**src/rtl/seg7_capture.sv**
```systemverilog
// Receive side of the 4-digit multiplexed 7-segment bus: rebuilds the shown hex value and dots.
// Optional feature: define SEG7_CAPTURE_DOT_EN to capture the decimal points from seg_n[7].
`timescale 1ns/1ps
module seg7_capture #(
  parameter int STABLE_CYCLES = 2,
  parameter int TIMEOUT_BITS  = 20
) (
  input  logic        CLK,
  input  logic        RST_N,
  input  logic [7:0]  seg_n,
  input  logic [3:0]  dig,
  output logic [15:0] value,
  output logic [3:0]  dots,
  output logic        valid,
  output logic        bad,
  output logic        stale
);

`ifdef SEG7_CAPTURE_DOT_EN
  localparam int SEG_W = 8;
`else
  localparam int SEG_W = 7;
`endif
  localparam logic [3:0] STAB_M1 = 4'(STABLE_CYCLES - 1);

  function automatic logic [4:0] decode_seg(input logic [6:0] code);
    logic [4:0] res;
    case (code)
      7'h40:   res = {1'b0, 4'h0};
      7'h79:   res = {1'b0, 4'h1};
      7'h24:   res = {1'b0, 4'h2};
      7'h30:   res = {1'b0, 4'h3};
      7'h19:   res = {1'b0, 4'h4};
      7'h12:   res = {1'b0, 4'h5};
      7'h02:   res = {1'b0, 4'h6};
      7'h78:   res = {1'b0, 4'h7};
      7'h00:   res = {1'b0, 4'h8};
      7'h10:   res = {1'b0, 4'h9};
      7'h08:   res = {1'b0, 4'hA};
      7'h03:   res = {1'b0, 4'hB};
      7'h46:   res = {1'b0, 4'hC};
      7'h21:   res = {1'b0, 4'hD};
      7'h06:   res = {1'b0, 4'hE};
      7'h0E:   res = {1'b0, 4'hF};
      default: res = {1'b1, 4'h0};
    endcase
    return res;
  endfunction

  logic [SEG_W-1:0]        r_seg_s1, r_seg_s2;
  logic [3:0]              r_dig_s1, r_dig_s2;
  logic [3:0]              r_stab_cnt;
  logic                    r_arm;
  logic [3:0]              r_seen;
  logic [15:0]             r_sh_nib;
  logic [3:0]              r_sh_bad;
  logic [TIMEOUT_BITS-1:0] r_to_cnt;
  logic [15:0]             r_value;
  logic                    r_valid, r_bad, r_stale;

  logic                    w_change, w_onehot, w_sample, w_publish, w_timeout;
  logic [1:0]              w_idx;
  logic [4:0]              w_dec;
  logic [3:0]              w_seen_nxt;
  logic [15:0]             w_nib_nxt;
  logic [3:0]              w_bad_nxt;
  logic [TIMEOUT_BITS-1:0] w_to_next;

  // Two-flop synchronizers; seg_n[7] only enters when dots are captured
  always_ff @(posedge CLK or negedge RST_N) begin
    if (!RST_N) begin
      r_seg_s1 <= '1;
      r_seg_s2 <= '1;
      r_dig_s1 <= '0;
      r_dig_s2 <= '0;
    end else begin
      r_seg_s1 <= seg_n[SEG_W-1:0];
      r_seg_s2 <= r_seg_s1;
      r_dig_s1 <= dig;
      r_dig_s2 <= r_dig_s1;
    end
  end

  // Stage 1 holds the value stage 2 takes next, so a mismatch means the synchronized lines move this edge
  assign w_change = ({r_seg_s1, r_dig_s1} != {r_seg_s2, r_dig_s2});
  assign w_onehot = (r_dig_s2 != 4'h0) && ((r_dig_s2 & (r_dig_s2 - 4'd1)) == 4'h0);
  assign w_sample = !w_change && r_arm && w_onehot && (r_stab_cnt == STAB_M1);

  always_ff @(posedge CLK or negedge RST_N) begin
    if (!RST_N) begin
      r_stab_cnt <= '0;
      r_arm      <= 1'b1;
    end else if (w_change) begin
      r_stab_cnt <= '0;
      r_arm      <= 1'b1;
    end else begin
      if (r_stab_cnt != 4'hF) r_stab_cnt <= r_stab_cnt + 4'd1;
      if (w_sample)           r_arm      <= 1'b0;
    end
  end

  assign w_dec     = decode_seg(r_seg_s2[6:0]);
  assign w_to_next = r_to_cnt + 1'b1;
  assign w_timeout = (w_to_next == '1) && !w_sample;
  assign w_publish = (r_seen == 4'hF);

  always_comb begin
    w_idx = 2'd0;
    case (r_dig_s2)
      4'b0010: w_idx = 2'd1;
      4'b0100: w_idx = 2'd2;
      4'b1000: w_idx = 2'd3;
      default: w_idx = 2'd0;
    endcase
  end

`ifdef SEG7_CAPTURE_DOT_EN
  logic [3:0] r_sh_dot, r_dots, w_dot_nxt;
  assign dots = r_dots;
`else
  logic w_unused_dot;
  assign w_unused_dot = seg_n[7];
  assign dots = 4'h0;
`endif

  // Frame collection: next seen mask and shadow digits
  always_comb begin
    w_seen_nxt = r_seen;
    w_nib_nxt  = r_sh_nib;
    w_bad_nxt  = r_sh_bad;
`ifdef SEG7_CAPTURE_DOT_EN
    w_dot_nxt  = r_sh_dot;
`endif
    if (w_publish || w_timeout) w_seen_nxt = 4'h0;
    if (w_sample) begin
      // A repeated digit means we joined mid-scan: restart the frame from it
      if (w_seen_nxt[w_idx]) w_seen_nxt = 4'h0;
      w_seen_nxt[w_idx]              = 1'b1;
      w_nib_nxt[{w_idx, 2'b00} +: 4] = w_dec[3:0];
      w_bad_nxt[w_idx]               = w_dec[4];
`ifdef SEG7_CAPTURE_DOT_EN
      w_dot_nxt[w_idx]               = ~r_seg_s2[7];
`endif
    end
  end

  always_ff @(posedge CLK or negedge RST_N) begin
    if (!RST_N) begin
      r_seen   <= '0;
      r_sh_nib <= '0;
      r_sh_bad <= '0;
      r_to_cnt <= '0;
`ifdef SEG7_CAPTURE_DOT_EN
      r_sh_dot <= '0;
`endif
    end else begin
      r_seen   <= w_seen_nxt;
      r_sh_nib <= w_nib_nxt;
      r_sh_bad <= w_bad_nxt;
      r_to_cnt <= w_sample ? '0 : w_to_next;
`ifdef SEG7_CAPTURE_DOT_EN
      r_sh_dot <= w_dot_nxt;
`endif
    end
  end

  // Output stage: publish the completed frame or flag a timeout
  always_ff @(posedge CLK or negedge RST_N) begin
    if (!RST_N) begin
      r_value <= '0;
      r_valid <= 1'b0;
      r_bad   <= 1'b0;
      r_stale <= 1'b1;
`ifdef SEG7_CAPTURE_DOT_EN
      r_dots  <= '0;
`endif
    end else begin
      r_valid <= w_publish;
      if (w_publish) begin
        r_value <= r_sh_nib;
        r_bad   <= |r_sh_bad;
        r_stale <= 1'b0;
`ifdef SEG7_CAPTURE_DOT_EN
        r_dots  <= r_sh_dot;
`endif
      end else if (w_timeout) begin
        r_stale <= 1'b1;
      end
    end
  end

  assign value = r_value;
  assign valid = r_valid;
  assign bad   = r_bad;
  assign stale = r_stale;

endmodule
```
**config.mk**
```make
export PLATFORM = sky130hd
export DESIGN_NAME = seg7_capture
export DESIGN_NICKNAME = d
export VERILOG_FILES = /design/src/rtl/seg7_capture.sv
export SDC_FILE = /design/constraint.sdc
export NUM_CORES = 1
export LEC_CHECK = 0
export CAP_MARGIN = 20
export CORE_MARGIN = 3
export CORE_UTILIZATION = 62
export DETAILED_ROUTE_END_ITERATION = 10
export PLACE_DENSITY = 0.95
export REMOVE_ABC_BUFFERS = 1
export SLEW_MARGIN = 30
export SYNTH_ARGS = -nofsm -noshare
export SYNTH_HDL_FRONTEND = slang
export SYNTH_SLANG_ARGS = --single-unit
```
**constraint.sdc**
```tcl
create_clock -name CLK -period 5.8 [get_ports CLK]
set_input_delay 0.87 -clock CLK [delete_from_list [all_inputs] [get_ports CLK]]
set_output_delay 0.87 -clock CLK [all_outputs]
set_load 0.02 [all_outputs]
```
After elaboration in Yosys (flattened, before gate mapping):

Index checks and enable logic that the tools add are counted.

* register bits: 90
* input bits: 14
* output and inout bits: 23

* $add $sub $neg: 4
* reduce and logical (&&, ||, !) cells: 16
* muxes and demuxes: 19
* magnitude comparators: 2
* bitwise operators: 2
* shift operators: 2
* equality and inequality tests: 23

Operator list (number)
* $pmux W5 S16: 1
* $eq A7 B7 Y1 const B: 4
* $mux W4: 6
* $eq A7 B5 Y1 const B: 3
* $eq A7 B6 Y1 const B: 3
* $add A20 B1 Y20 const B: 1
* $eq A20 B20 Y1 const B: 1
* $mux W20: 1
* $bwmux W16: 1
* $shift A4 B6 Y16 const A: 1
* $shiftx A4 B6 Y16: 1
* $eq A7 B2 Y1 const B: 2
* $eq A7 B4 Y1 const B: 2
* $ne A11 B11 Y1: 1
* $eq A4 B4 Y1 const B: 2
* $eq A7 B3 Y1 const B: 1
* $logic_not A7 Y1: 1
* $logic_and A1 B1 Y1: 6
* $mux W1: 6
* $neg A4 Y6: 1
* $pmux W2 S3: 1
* $reduce_bool A2 Y1: 3
* $add A4 B1 Y4 const B: 1
* $and A4 B4 Y4: 1
* other kinds (16): 17

Longest topological paths before layout:

* word-level depth: 16
* mapped depth: 10

Worst setup path before layout:

Ideal clock, no wire load.

* path kind: register -> register
* start: reg r_dig_s2[3]
* end: reg r_sh_nib[12]
* clock period less this slack: 2117 ps
* path slack: 3683 ps
* path buffers: 1
* setup time: 83 ps
* required time: 5717 ps
* data arrival time: 2035 ps
* stages on the path, launching flop included: 9
* cell sequence: dfrtp_1 buf_2 xnor2_1 nor3_1 inv_1 ha_1 nor3b_1 nand3_1 o21ai_0

* word-level cells in the longest chain between the ends: 6
* elaborated cells on any way between the ends: 18
* those cells by class: add/sub (2); eq/ne (4); shift (2); mux (2); bitwise (1); reduce/logical (7)

RTL lines
* from (decl): line 51 `logic [3:0] r_dig_s1, r_dig_s2;`
* from (signal assigned): line 80 `r_dig_s2 <= r_dig_s1;`
* parallel branches: the longest is 6 deep, another holds $neg A4 Y6
* to (signal assigned): line 158 `r_sh_nib <= w_nib_nxt;`
* to (decl): line 55 `logic [15:0] r_sh_nib;`

Parallel ways; which one is timed is not known.
A chain may end at the register's enable or synchronous reset.

Worst setup path after layout:

* start: reg r_seg_s2[4]
* end: reg r_to_cnt[17]

* word-level cells in the longest chain between the ends: 6

RTL lines
* from (decl): line 50 `logic [SEG_W-1:0] r_seg_s1, r_seg_s2;`
* from (signal assigned): line 78 `r_seg_s2 <= r_seg_s1;`
* $ne A11 B11 Y1: line 85 `assign w_change = ({r_seg_s1, r_dig_s1} != {r_seg_s2, r_dig_s2});`
* $logic_not A1 Y1: line 87 `assign w_sample = !w_change && r_arm && w_onehot && (r_stab_cnt == STAB_M1);`
* $logic_and A1 B1 Y1 (3 in series): line 87
* $mux W20: line 160 `r_to_cnt <= w_sample ? '0 : w_to_next;`
* to (signal assigned): line 160
* to (decl): line 57 `logic [TIMEOUT_BITS-1:0] r_to_cnt;`

Every way passes these cells.

==> results.sh <==
export IMPL_gp_congestion=0.914
export IMPL_startpoint_type="flip-flop"
export IMPL_viasPerCell=5.84
export IMPL_core_area_um2=6910
export IMPL_grt_overflow_total=0
export IMPL_worstPathCellList="xor2_1 > nor4_1 > nand2_1 > nor4_2 > nor2b_1 > nor2_1"
export IMPL_fmax_mhz=364
export IMPL_synth_top_area_cell="dfrtp_1"
export IMPL_clockBufferDepth=2
export IMPL_cp_num_buf_inv=0
export IMPL_crit_family="simple AND/OR/NAND/NOR gates"
export IMPL_drive_gt1_share_pct=11.2
export IMPL_synthMuxAreaShare_pct=0.724
export IMPL_yosys_warnings=0
export IMPL_synth_cell_types=70
export IMPL_grt_pass1_vias=3242
export IMPL_syn_area_per_cell_um2=9.98
export IMPL_hold_class="reg2reg"
export IMPL_synth_compound_area_share_pct=10.5
export IMPL_ant_nets=0
export IMPL_outcome="finished clean"
export IMPL_cts_root_buf="clkbuf_8"
export IMPL_numCtsBuffers=9
export IMPL_cts_resized=0
export IMPL_h_tree_depth=3
export IMPL_met3WireLength_um=402
export IMPL_synth_edff_count=0
export IMPL_final_nets=495
export IMPL_slew_headroom_pct=46.8
export IMPL_highest_layer="met4"
export IMPL_syn_inst=450
export IMPL_synth_adder_area_share_pct=3.06
export IMPL_critPathSlowestCell="dfstp_2"
export IMPL_fillCellCount=495
export IMPL_post_synth_top_count_cell="nand2_1"
export IMPL_synth_simple_area_share_pct=23.4
export IMPL_cp_arrival_ns=2.97
export IMPL_antenna_cells=0
export IMPL_die_w_um=91.1
export IMPL_yosysSeqAreaShare_pct=50.6
export IMPL_synth_top_family_by_area="simple AND/OR/NAND/NOR gates"
export IMPL_routed_wl_met2_um=4360
export IMPL_period_share_pct=47.3
export IMPL_min_period_ns=2.75
export IMPL_yosys_top_cells_count="93 x nand2_1, 74 x dfrtp_1, 33 x nor2_1, 22 x o21ai_0, 20 x xor2_1"
export IMPL_wire_per_inst_um=15.0
export IMPL_cp_max_fo=13
export IMPL_cts_tree="built"
export IMPL_die_h_um=91.1
export IMPL_worstMarginPinSlew_ns=0.792
export IMPL_synth_ff_type="dfrtp_1"
export IMPL_hold_violations=0
export IMPL_ys_ff_latch=90
export IMPL_io_pins=37
export IMPL_drv_cap=0
export IMPL_cts_sinks=90
export IMPL_async_flop_share_pct=100
export IMPL_place_area_um2=4720
export IMPL_wirelength_um=8580
export IMPL_drc=0
export IMPL_grt_use_total_pct=22.0
export IMPL_start_util_pct=65.0
export IMPL_grt_pass1_wl_um=14800
export IMPL_dieArea_um2=8300
export IMPL_setup_viol=0
export IMPL_cts_setup_buffers=0
export IMPL_hpwl_um=5830
export IMPL_portBuffers=31
export IMPL_timing_critical_path_to_type="flip-flop"
export IMPL_design_area_um2=4900
export IMPL_p_leak_nw=2.14
export IMPL_clk_pin_slew_ns=0.09
export IMPL_netlist_area_um2=4490
export IMPL_rsz0062_at_grt="no"
export IMPL_synth_xor_area_share_pct=6.05
export IMPL_vias=3335
export IMPL_antenna_found_initial=0
export IMPL_clk_latency_ns=0.36
export IMPL_ir_worst_vdd_uv=144
export IMPL_met1_length_um=3670
export IMPL_drt_pass1_iter_count=4
export IMPL_crit_required_ns=6.02
export IMPL_p_per_area_nw_per_um2=224
export IMPL_syn_to_final_growth_pct=9.14
export IMPL_synthTopCellsByArea="dfrtp_1 41%, dfstp_2 9.4%, nand2_1 7.8%, xor2_1 3.9%, ha_1 3.1%"
export IMPL_synth_top_area_share_pct=41.2
export IMPL_report_final_slew_viol_count=0
export IMPL_clock_skew_final_ns=0.00774
export IMPL_critPathMaxStageDelay_ns=0.69
export IMPL_rows=30
export IMPL_drtIter0Drc=299
export IMPL_final_setup_tns_ns=0
export IMPL_criticalPathCategory="reg2reg"
export IMPL_grt_max_degree=91
export IMPL_hold_buffers=0
[registers in the layout (all words and copies together) (netlist names), 4 cells and up]
name        count
r_to_cnt       20
r_sh_nib       16
value          16
r_seg_s1        7
r_seg_s2        7
r_dig_s1        4
r_dig_s2        4
r_seen          4
r_sh_bad        4
r_stab_cnt      4
[metrics by stage]
stage | total power, W | hold WS, ns | setup WS (ns) | instances | utilization (%)
2_1_floorplan | 0.000691 | 0.360 | 3.67 | 427 | -
5_1_grt | 0.00114 | 0.382 | 2.77 | 571 | 71.0
3_5_place_dp | 0.000720 | 0.363 | 3.16 | 555 | 68.4
4_1_cts | 0.00111 | 0.374 | 3.03 | 571 | 71.0
6_report | 0.00110 | 0.377 | 3.05 | 571 | 71.0
3_3_place_gp | 0.000716 | 0.361 | 3.25 | 555 | 68.4
[cells in the final DEF (no fill, tap or decap), drive strengths merged, types with 4 or more instances in the layout]
cell,instances
nor3b,7
dfstp,16
conb,4
nand2,96
xor2,20
nor3,6
and3,6
clkdlybuf4s50,30
ha,11
nor2,34
dfrtp,74
o31ai,4
o21ai,22
clkbuf,10
nand4,8
inv,9
xnor2,11
a21oi,14
a31oi,4
o22ai,6
nand3,17
or3,5
nor4,4
and2,5
[power breakdown]
group	total, W	internal (W)	switching, W	leakage, nW
clock	0.000389	0.000159	0.000230	0.0795
sequential	0.000653	0.000639	0.0000134	1.17
combinational	0.0000561	0.0000213	0.0000348	0.890
[layer usage]
| layer | track usage (%) | vias up |
|---|---|---|
| met4 | 7.41 | 0 |
| met1 | 27.9 | 1621 |
| met2 | 37.6 | 104 |
| met5 | 0 | - |
| li1 | - | 1588 |
| met3 | 4.56 | 22 |
[worst register-to-register path, stage by stage (launching register included)]
cell and delay (ns):
dfstp_2 0.69, xor2_1 0.11, nor4_1 0.44, nand2_1 0.15, nor4_2 0.47, nor2b_1 0.62, nor2_1 0.12
[path summary, 6_finish.rpt]
| path | startpoint | to | slack [ns] | cells after the start |
|---|---|---|---|---|
| worst min-delay path | r_seg_s1[4]$_DFF_PN1_ | r_seg_s2[4]$_DFF_PN1_ | 0.38 | 0 |
| min in group asynchronous | RST_N | value[3]$_DFFE_PN0P_ | 0.57 | 1 |
| worst max-delay path | r_seg_s2[4]$_DFF_PN1_ | r_to_cnt[17]$_DFF_PN0_ | 3.05 | 6 |
| worst min register to register | r_seg_s1[4]$_DFF_PN1_ | r_seg_s2[4]$_DFF_PN1_ | 0.38 | 0 |
| max in group asynchronous | RST_N | r_stab_cnt[3]$_DFFE_PN0P_ | 4.71 | 1 |
| worst max register to register | r_seg_s2[4]$_DFF_PN1_ | r_to_cnt[17]$_DFF_PN0_ | 3.05 | 6 |
[cell families after synthesis]
family,after synthesis
xor+xnor,31
compound gates,71
simple gates,210
mux,2
fa+ha+maj,11
buf+inv,34
other cells,1
flops,90
[final cells by class]
| class | instances | area (µm²) | area share (%) |
|---|---|---|---|
| repair buffers | 32 | 319 | 6.51 |
| well taps | 96 | 120 | 2.45 |
| multi-input cells | 329 | 1980 | 40.4 |
| clock inverters | 6 | 48.8 | 0.996 |
| inverters | 8 | 32.5 | 0.664 |
| clock buffers | 10 | 128 | 2.60 |
| flip-flops and latches | 90 | 2270 | 46.4 |
Power figures use the tool's default switching activity.
==> edit (same flow settings) <==
Change the parameter `TIMEOUT_BITS` from 20 to 10.
--- a/src/rtl/seg7_capture.sv
+++ b/src/rtl/seg7_capture.sv
@@ -4,5 +4,5 @@
 module seg7_capture #(
   parameter int STABLE_CYCLES = 2,
-  parameter int TIMEOUT_BITS  = 20
+  parameter int TIMEOUT_BITS  = 10
 ) (
   input  logic        CLK,
Check against the original RTL: no difference found for any inputs over 10 cycles, from zero or initial values and one cycle with RST_N low; that may be too few to reach the edited logic, so the function may still have changed.
==> edit against the original RTL <==
- final area down 13%
- area after synthesis down 17%
- total power down 0.93%
- combinational power down 3%
- count of clock-buffer cells in the layout up 1
- worst setup slack better by 0.14 ns
- wire length down 18%
- sequential cell count down 10
- critical endpoint is now r_sh_bad[0]
==> edit: results (changes against the original RTL) <==
[clock_tree]
clock_latency_ns=0.36  ; about the same
clk_pin_slew_ns=0.08
cts_root_buf=clkbuf_8
cts_setup_buffers=0  ; unchanged
htreeDepth=3  ; unchanged
cts-resized-gates=0  ; unchanged
cts-buffers-inserted=9  ; unchanged

[pwr]
ir_drop_uv=200  ; +39%
leakagePower_uw=0.00194  ; -9.5%

[place]
postPlaceCellArea_um2=4050  ; -14%
hpwl_um=4750  ; -19%
globalplace.congestion=0.862  ; -5.7%
port_buffers=31  ; unchanged
placed_cells=443  ; -20%

[synth]
synth_cells=354  ; -21%
async_flop_share_pct=100  ; unchanged
synth_warnings=0  ; unchanged
ys_top_cells_by_area=dfrtp_1, dfstp_2, nand2_1
netlist_top_cells_count=nand2_1, dfrtp_1, o21ai_0
synth-seq-area-share_pct=54.3  ; +3.7 points
ys.flop_type=dfrtp_1
ys_types=54  ; -23%

[global_routing]
groute.usage.overall_pct=22.0  ; +0.031 points
gr-usage-met3_pct=6.52  ; +2.0 points
met1_usage_pct=26.1  ; -1.7 points
grt_pass1_vias=2714  ; -16%
grt_max_degree=81  ; -11%
use_met2_pct=37.2  ; -0.40 points
grt_first_pass_wirelength_um=12300  ; -17%

[sta]
skew_ns=0.0122  ; +0.00446 ns
worst_pin_slew_ns=0.846  ; +0.0545 ns
setup_ws_ns=3.19  ; +0.139 ns

[route]
wl_met3_um=346  ; -14%
wl_met1_um=2870  ; -22%
wl_per_cell_um=15.3  ; +1.7%
top_layer=met4
drt_iter0_markers=84  ; -72%
vias=2653  ; -20%
wl_met2_um=3600  ; -17%

[cells_and_area]
drive_gt1_share_pct=13.4  ; +2.3 points
antenna_cells=0  ; unchanged
multi_input_area_um2=1560  ; -21%
final_cells=459  ; -20%
nets=407  ; -18%
nFillCells=381  ; -23%

[critical_path]
setup.worst_path.class=reg2reg
critPathMaxFanout=6  ; -7
critPathCapture=r_sh_bad[0]
r2r_cells=7  ; +1
slowest_stage=nor3_1
critPathArrivalTime_ns=2.85  ; -0.12 ns
crit_start=r_dig_s2[3]
critPathMaxStageDelay_ns=0.65  ; -0.04 ns

[hold_path]
hold_path.class=reg2reg
min_from=r_seg_s1[6]

[outcome]
status=completed

[edit: cell types whose count changed after synthesis, sizes merged, moves of 8 or more]
cell and change:
nand2 -30, a21oi -11, dfrtp -10, o31ai +12
xor2 -8, nand3 -9, nor2 -17
[edit: cells by family after synthesis]
| group | after synthesis | synth area share [%] |
|---|---|---|
| and+or+nand+nor | 142 | 19.4 |
| DFF | 80 | 54.3 |
| AOI/OAI and AO/OA | 58 | 10.6 |
| buffers and inverters | 33 | 4.17 |
| xor gates and xnor gates | 23 | 5.41 |
| adders and majority gates | 11 | 3.69 |
| muxes | 6 | 2.32 |
| other | 1 | 0.101 |
[edit: power breakdown]
part           switching [uW]  internal (uW)
combinational            33.9           20.6
sequential               13.3            570
clock                     197            253
[edit: worst max-delay path: cells and delay by family, from the launching register on]
family	cells	cell delay, ns
AND/OR/NAND/NOR	2	0.98
buffers and inverters	2	0.33
flip-flops	1	0.45
adder cells (fa/ha/maj)	1	0.26
XOR/XNOR	1	0.15
multiplexers	1	0.33
[edit: how the worst min path moves through the flow]
| stage | to | slack, ns | depth (start not counted) |
|---|---|---|---|
| 6_report | r_seg_s2[6] | 0.37 | 0 |
| 5_1_grt | r_seg_s2[6] | 0.38 | 0 |
| 4_1_cts | r_seg_s2[6] | 0.37 | 0 |
| 3_5_place_dp | r_seg_s2[6] | 0.36 | 0 |
| 3_3_place_gp | r_seg_s2[6] | 0.36 | 0 |
| 2_1_floorplan | r_seg_s2[0] | 0.36 | 0 |
[edit: area by class of cell]
cell class,count,share of cell area (%)
well taps,72,2.11
flip-flops and latches,80,47.3
multi-input cells,244,36.5
repair buffers,32,7.47
inverters,15,1.43
clock buffers,11,3.31
clock inverters,5,1.87
